==> config.mk <==
export PLATFORM = sky130hd
export DESIGN_NAME = spi_load_ctrl
export DESIGN_NICKNAME = d
export VERILOG_FILES = /design/src/rtl/spi_load_ctrl.sv
export SDC_FILE = /design/constraint.sdc
export NUM_CORES = 1
export LEC_CHECK = 0
export ABC_AREA = 1
export CORE_UTILIZATION = 50
export DETAILED_ROUTE_END_ITERATION = 12
export HOLD_SLACK_MARGIN = 0.02
export PLACE_DENSITY = 0.84
export SETUP_SLACK_MARGIN = 0.5
export SYNTH_ARGS = -nofsm -noshare
export SYNTH_HDL_FRONTEND = slang
export SYNTH_SLANG_ARGS = --single-unit
==> constraint.sdc <==
create_clock -name clk -period 1.6 [get_ports clk]
set_input_delay 0.32 -clock clk [delete_from_list [all_inputs] [get_ports clk]]
set_output_delay 0.32 -clock clk [all_outputs]
set_load 0.02 [all_outputs]
==> src/rtl/spi_load_ctrl.sv <==
// Serial loader that writes 12-bit SPI frames (8-bit data + 4-bit address) into
// the I or D memory. Optional readback of D memory over miso when SPI_READBACK_EN is defined.
module spi_load_ctrl (
  input  logic       clk,
  input  logic       rst,
  input  logic       csi_n_in,
  input  logic       csd_n_in,
  input  logic       mosi_in,
  input  logic       proc_busy_in,
  input  logic [7:0] rd_data_in,
  output logic       wr_en_out,
  output logic       wr_icache_out,
  output logic       wr_dcache_out,
  output logic [3:0] wr_addr_out,
  output logic [7:0] wr_data_out,
  output logic [3:0] rd_addr_out,
  output logic       miso_out,
  output logic       busy_out,
  output logic       frame_err_out
);

  localparam logic [1:0] SEL_RD   = 2'b00;
  localparam logic [1:0] SEL_I    = 2'b01;
  localparam logic [1:0] SEL_D    = 2'b10;
  localparam logic [1:0] SEL_NONE = 2'b11;

  typedef enum logic [2:0] {
    ST_IDLE   = 3'd0,
    ST_SHIFT  = 3'd1,
    ST_COMMIT = 3'd2,
`ifdef SPI_READBACK_EN
    ST_DRAIN  = 3'd3,
    ST_SEND   = 3'd4
`else
    ST_DRAIN  = 3'd3
`endif
  } state_t;

  state_t      state_r, state_s;
  logic [1:0]  sel_s, tgt_r, tgt_s;
  logic [11:0] sreg_r, sreg_s;
  logic [3:0]  cnt_r, cnt_s;
  logic        err_r, err_s;
  logic        wr_en_r, wr_en_s;
  logic        wr_icache_r, wr_icache_s;
  logic        wr_dcache_r, wr_dcache_s;
  logic [3:0]  wr_addr_r, wr_addr_s;
  logic [7:0]  wr_data_r, wr_data_s;
  logic        busy_r;
  logic        code_ok_s;

  assign sel_s = {csi_n_in, csd_n_in};

`ifdef SPI_READBACK_EN
  logic [3:0] rd_addr_r, rd_addr_s;
  logic       miso_r, miso_s;
  assign code_ok_s   = 1'b1;
  assign rd_addr_out = rd_addr_r;
  assign miso_out    = miso_r;
`else
  logic unused_rd_s;
  assign unused_rd_s = ^rd_data_in;
  // A read request cannot be served in this build, so it is rejected like a busy start.
  assign code_ok_s   = (sel_s != SEL_RD);
  assign rd_addr_out = 4'd0;
  assign miso_out    = 1'b0;
`endif

  // Next-state and next-output logic for the frame FSM.
  always_comb begin
    state_s     = state_r;
    tgt_s       = tgt_r;
    sreg_s      = sreg_r;
    cnt_s       = cnt_r;
    err_s       = err_r;
    wr_en_s     = 1'b0;
    wr_icache_s = 1'b0;
    wr_dcache_s = 1'b0;
    wr_addr_s   = wr_addr_r;
    wr_data_s   = wr_data_r;
`ifdef SPI_READBACK_EN
    rd_addr_s   = rd_addr_r;
    miso_s      = 1'b0;
`endif
    case (state_r)
      ST_IDLE: begin
        if (sel_s == SEL_NONE) begin
          state_s = ST_IDLE;
        end else if (proc_busy_in || !code_ok_s) begin
          err_s   = 1'b1;
          state_s = ST_DRAIN;
        end else begin
          tgt_s   = sel_s;
          sreg_s  = {11'd0, mosi_in};
          cnt_s   = 4'd1;
          err_s   = 1'b0;
          state_s = ST_SHIFT;
        end
      end
      ST_SHIFT: begin
        if (sel_s == SEL_NONE) begin
          if (cnt_r == 4'd12) begin
            // Write strobe is launched here so it is visible during COMMIT.
            wr_en_s     = 1'b1;
            wr_icache_s = (tgt_r == SEL_I);
            wr_dcache_s = (tgt_r == SEL_D);
            wr_addr_s   = sreg_r[3:0];
            wr_data_s   = sreg_r[11:4];
            state_s     = ST_COMMIT;
          end else begin
            err_s   = 1'b1;
            state_s = ST_IDLE;
          end
        end else if (sel_s != tgt_r) begin
          err_s   = 1'b1;
          state_s = ST_DRAIN;
        end else if (cnt_r == 4'd12) begin
          err_s   = 1'b1;
          state_s = ST_DRAIN;
        end else begin
          sreg_s = {sreg_r[10:0], mosi_in};
          cnt_s  = cnt_r + 4'd1;
`ifdef SPI_READBACK_EN
          if ((tgt_r == SEL_RD) && (cnt_r == 4'd3)) begin
            rd_addr_s = {sreg_r[2:0], mosi_in};
            cnt_s     = 4'd0;
            state_s   = ST_SEND;
          end else begin
            state_s = ST_SHIFT;
          end
`else
          state_s = ST_SHIFT;
`endif
        end
      end
      ST_COMMIT: begin
        state_s = ST_IDLE;
      end
      ST_DRAIN: begin
        if (sel_s == SEL_NONE) begin
          state_s = ST_IDLE;
        end else begin
          state_s = ST_DRAIN;
        end
      end
`ifdef SPI_READBACK_EN
      ST_SEND: begin
        if (sel_s == SEL_NONE) begin
          state_s = ST_IDLE;
        end else if (sel_s != tgt_r) begin
          err_s   = 1'b1;
          state_s = ST_DRAIN;
        end else if (cnt_r == 4'd0) begin
          // First SEND cycle: read data for rd_addr_out is valid now.
          miso_s = rd_data_in[7];
          sreg_s = {4'd0, rd_data_in[6:0], 1'b0};
          cnt_s  = 4'd1;
        end else if (cnt_r < 4'd8) begin
          miso_s = sreg_r[7];
          sreg_s = {4'd0, sreg_r[6:0], 1'b0};
          cnt_s  = cnt_r + 4'd1;
        end else begin
          miso_s = 1'b0;
        end
      end
`endif
      default: begin
        state_s = ST_IDLE;
      end
    endcase
  end

  // State register.
  always_ff @(posedge clk) begin
    if (rst) begin
      state_r <= ST_IDLE;
    end else begin
      state_r <= state_s;
    end
  end

  // Datapath and registered outputs.
  always_ff @(posedge clk) begin
    if (rst) begin
      tgt_r       <= SEL_NONE;
      sreg_r      <= 12'd0;
      cnt_r       <= 4'd0;
      err_r       <= 1'b0;
      wr_en_r     <= 1'b0;
      wr_icache_r <= 1'b0;
      wr_dcache_r <= 1'b0;
      wr_addr_r   <= 4'd0;
      wr_data_r   <= 8'd0;
      busy_r      <= 1'b0;
`ifdef SPI_READBACK_EN
      rd_addr_r   <= 4'd0;
      miso_r      <= 1'b0;
`endif
    end else begin
      tgt_r       <= tgt_s;
      sreg_r      <= sreg_s;
      cnt_r       <= cnt_s;
      err_r       <= err_s;
      wr_en_r     <= wr_en_s;
      wr_icache_r <= wr_icache_s;
      wr_dcache_r <= wr_dcache_s;
      wr_addr_r   <= wr_addr_s;
      wr_data_r   <= wr_data_s;
      busy_r      <= (state_s != ST_IDLE);
`ifdef SPI_READBACK_EN
      rd_addr_r   <= rd_addr_s;
      miso_r      <= miso_s;
`endif
    end
  end

  assign wr_en_out     = wr_en_r;
  assign wr_icache_out = wr_icache_r;
  assign wr_dcache_out = wr_dcache_r;
  assign wr_addr_out   = wr_addr_r;
  assign wr_data_out   = wr_data_r;
  assign busy_out      = busy_r;
  assign frame_err_out = err_r;

endmodule

### Word-level counts from Yosys, hierarchy flattened

Index checks and enable logic that the tools add are counted.

* logic and storage cells: 70
* flip-flop bits (word level): 38
* bits of input ports: 14

* reductions and logical operators: 12
* mux-type cells: 28
* bitwise logic cells: 4
* equal/unequal tests: 14
* $add $sub $neg: 1

Operators with widths (count)
* 12-bit two-way mux: 5
* 12-bit one-hot mux with 2 select lines: 1
* 4-bit two-way mux: 5
* 2-bit two-way mux: 6
* 2-bit != test (second input constant): 5
* 3-bit one-hot mux with 3 select lines: 1
* 4-bit one-hot mux with 2 select lines: 1
* 1-bit two-way mux: 7
* 3-bit AND reduction: 2
* 6-bit AND reduction: 1
* 4-bit by 1-bit adder with 4-bit output (second input constant): 1
* 2-bit equality test (second input constant): 2
* 4-bit equality test (second input constant): 1
* 4-bit != test (second input constant): 1
* 1-bit NOT: 4
* 4-bit AND reduction: 1
* 2-bit nonzero test: 2
* 4-bit OR reduction: 1
* 3-bit by 1-bit equality test with 1-bit output (second input constant): 1
* 3-bit by 2-bit equality test with 1-bit output (second input constant): 1
* 3-bit zero test: 1
* 3-bit two-way mux: 1
* 3-bit != test (second input constant): 1
* 3-bit nonzero test: 1
* other kinds (6): 6

### Depth between registers and ports, before layout

* word-level depth: 7
* gate-level depth with buffers: 10
* mapped depth without buffers: 9

### Worst setup path after synthesis

Ideal clock, no wire load.

* path type: reg-to-reg
* from: register cnt_r[0]
* to: register sreg_r[2]
* buffers on the path: 1
* data arrival time: 1.271 ns
* slack: 0.201 ns
* cell stages (with the launch flop): 10
* data required time: 1.472 ns
* path through: dfxtp_1 > inv_1 > ha_1 > nand3_2 > nor2_2 > inv_2 > buf_2 > nand4_1 > nand2_1 > nor2_1

* word-level cells in the longest chain between the ends: 3

Ends and longest elaborated chain
* from (decl): RTL line 42 `logic [3:0] cnt_r, cnt_s;`
* from (signal assigned): RTL line 202 `cnt_r <= cnt_s;`
* 4-bit equality test: RTL line 117 `end else if (cnt_r == 4'd12) begin`
* 2-bit != test (no line)
* 6-bit AND reduction (no line)
* to (signal assigned): RTL line 201 `sreg_r <= sreg_s;`
* to (decl): RTL line 41 `logic [11:0] sreg_r, sreg_s;`

Every way passes these cells.
A chain may end at the register's enable or synchronous reset.

### Worst setup path after layout

* from: register cnt_r[0]
* to: register cnt_r[0]

* word-level cells in the longest chain between the ends: 5
* elaborated cells between the ends (all ways): 8
* those cells by class: add/sub (1); eq/ne (2); mux (4); reduce/logical (1)

Ends and longest elaborated chain
* 4-bit by 1-bit adder with 4-bit output: RTL line 122 `cnt_s = cnt_r + 4'd1;`
* 4-bit two-way mux: RTL line 117
* 4-bit two-way mux: RTL line 114 `end else if (sel_s != tgt_r) begin`
* 4-bit two-way mux: RTL line 101 `if (sel_s == SEL_NONE) begin`
* 4-bit one-hot mux with 2 select lines: RTL line 85 `case (state_r)`

Several ways; a longest one is shown, not always the timed one. The select of a mux whose other input is x is not followed.

==> reports/qor.csv <==
metric,value,unit
outcome,finished clean,
required,1850,ps
multi_input_area,858,sq um
r2r_slack,140,ps
synth-edff-count,0,
cts_buffer_depth,2,
route.detailed.drc,0,
synth_cells,226,
ys.warnings.count,0,
grt_usage,26.3,%
dr_total_vias,1683,
slew_violations,0,
die_w,60.0,um
cts_tree,built,
final.fill_count,206,
synth.largest_area_cell,dfxtp_1,
dpl.hpwl,2360,um
swShare,30.5,%
combPwrFrac,22.0,%
power.total,2.22,mW
seqCellArea,771,sq um
p_switching,0.677,mW
synth_top_area_share,44.0,%
synth_area,0.00168,sq mm
ys_seq_elements,37,
drive_gt1_share,39.4,%
final_area,0.00235,sq mm
leakage,1.05,nW
coreArea,0.00313,sq mm
p_seq_share,46.2,%
cts_sinks,37,
fp.dieArea,0.00360,sq mm
drtIter0Drc,103,
synthFlopType,dfxtp_1,
ff2ff_path_depth,10,
hold_viol,0,
routed_wl,4500,um
root_buffer,clkbuf_4,
async_flop_share,0,%
synth.avg_cell_area,7.45,sq um
start_util,53.8,%
nNetsFinal,284,
gp_congestion,0.798,
grt_max_degree,24,
fin_crit,1460,ps
antenna_found_initial,0,
overflow,0,
vias_per_cell,5.38,
period_share,91.2,%
grt_pass1_wl,6840,um
irDropWorstVdd,592,uV
min_path_cells,2,
yosysSeqAreaShare,44.0,%
clk_latency,360,ps
p_per_area,944,mW/mm^2
path_class,flop to flop,
clockPowerShare,31.8,%
rows,20,
synth_most_common_cell,nand2_1,
synth_area_leaders,"dfxtp_1, nand2_1, nor2_1",
io_pins,36,
clkTransAtPathRegs,120,ps
arrival,1710,ps
postRouteAntennaNets,0,
hp-class,primary input to flop,
synth.top_cells.by_count,"nand2_1, dfxtp_1, nor2_1",
first_global_vias,1547,
wl_per_cell,14.4,um
die_h,60.0,um
dr.pass1.iters,4,
numCtsBuffers,5,
clock_skew,10.1,ps
rsz0062_at_grt,true,
synth_cell_types,31,
start_kind,flop,
holdWs,287,ps
area_growth,39.6,%
power.internal,1.54,mW
maxCapViolCount,0,
port_buffers,22,
cp-end-kind,flop,
place_area,0.00203,sq mm
critPathMaxFanout,8,
fmax,685,MHz
antenna_cells,0,
setup_viol,0,
htree_levels,2,
[layer usage]
metal	vias up	GRT usage [%]	part of all wire, %
met1	767	30.9	39
li1	809	-	-
met5	-	0	0
met3	25	8.23	6.8
met2	82	43.2	49
met4	0	13.0	5.1
[worst paths after layout]
kind / start / end
min: rst / wr_en_out
max reg2reg: cnt_r[0] / cnt_r[0]
min reg2reg: tgt_r[1] / wr_icache_out
max: cnt_r[0] / cnt_r[0]
[sequential cells by signal, indices dropped and copies added (netlist names)]
register / cells
wr_en_out: 1
wr_dcache_out: 1
wr_addr_out: 4
wr_icache_out: 1
busy_out: 1
cnt_r: 4
frame_err_out: 1
sreg_r: 12
tgt_r: 2
state_r: 2
wr_data_out: 8
[critical path: stages, from the launching register on]
cell and delay [ps]:
dfxtp_4 370, inv_4 60, ha_4 130, nand3_4 80, nor2_4 130, inv_4 70, buf_12 130, nand3_4 150
inv_2 70, nor2_1 120, nor2_1 60
[power groups by stage]
stage	Sequential (mW)	Combinational [mW]	Clock, mW
floorplan	1.04	0.289	0
finish	1.02	0.488	0.706
detailed placement	1.04	0.383	0
global placement	1.04	0.375	0
CTS	1.02	0.432	0.703
global route	1.03	0.535	0.756
[final cells by class]
type	count	area share, %
clock buffers	6	2.18
clock inverters	2	1.60
inverters	27	4.53
multi-input cells	152	36.5
flip-flops and latches	37	32.8
well taps	44	2.34
repair buffers	45	20.0
[logic make-up after synthesis]
kind of cell             count (synthesis)  synth area share [%]
buffers and inverters                   42                  12.0
XOR/XNOR                                 1                 0.521
flip-flops                              37                  44.0
adder cells (fa/ha/maj)                  2                  1.49
AND/OR/NAND/NOR                        106                  29.4
AO/OA/AOI/OAI                           37                  12.3
other                                    1                 0.223
[repair_timing]
action	in CTS	in global routing
endpoints found under the setup margin	54	54
resized for setup	130	24
setup buffers	5	4
endpoints found under the hold margin	0	0
cloned	1	0
hold buffers	0	0
pin swaps	7	5
[through the flow]
step | setup WS [ps] | setup TNS [ps] | utilization, % | instances
floorplan | 290 | 0 | - | 230
global placement | -186 | -3750 | 64.8 | 295
detailed placement | -218 | -4880 | 64.8 | 295
CTS | 208 | 0 | 72.4 | 309
finish | 140 | 0 | 75.1 | 313
global route | 76.4 | 0 | 75.1 | 313
[cell usage in the layout, fill, tap and decap left out, types with 2 or more instances in the layout]
cell and count:
dfxtp_2 21, dfxtp_1 15, o21ai_0 6, o211ai_1 2, o21ai_2 2, nand2_1 44
conb_1 5, buf_12 3, inv_2 6, nor2_4 2, nand4_1 14, buf_4 16
nand3_1 2, nand3_4 3, inv_4 2, nor4_1 2, clkbuf_4 5, inv_1 19
a21oi_1 12, dlygate4sd2_1 2, nand2_2 9, a21oi_2 3, nor2_1 25, o21ai_1 9
nand2_4 2, buf_6 20
No activity file was read; power rests on OpenSTA's default activity.
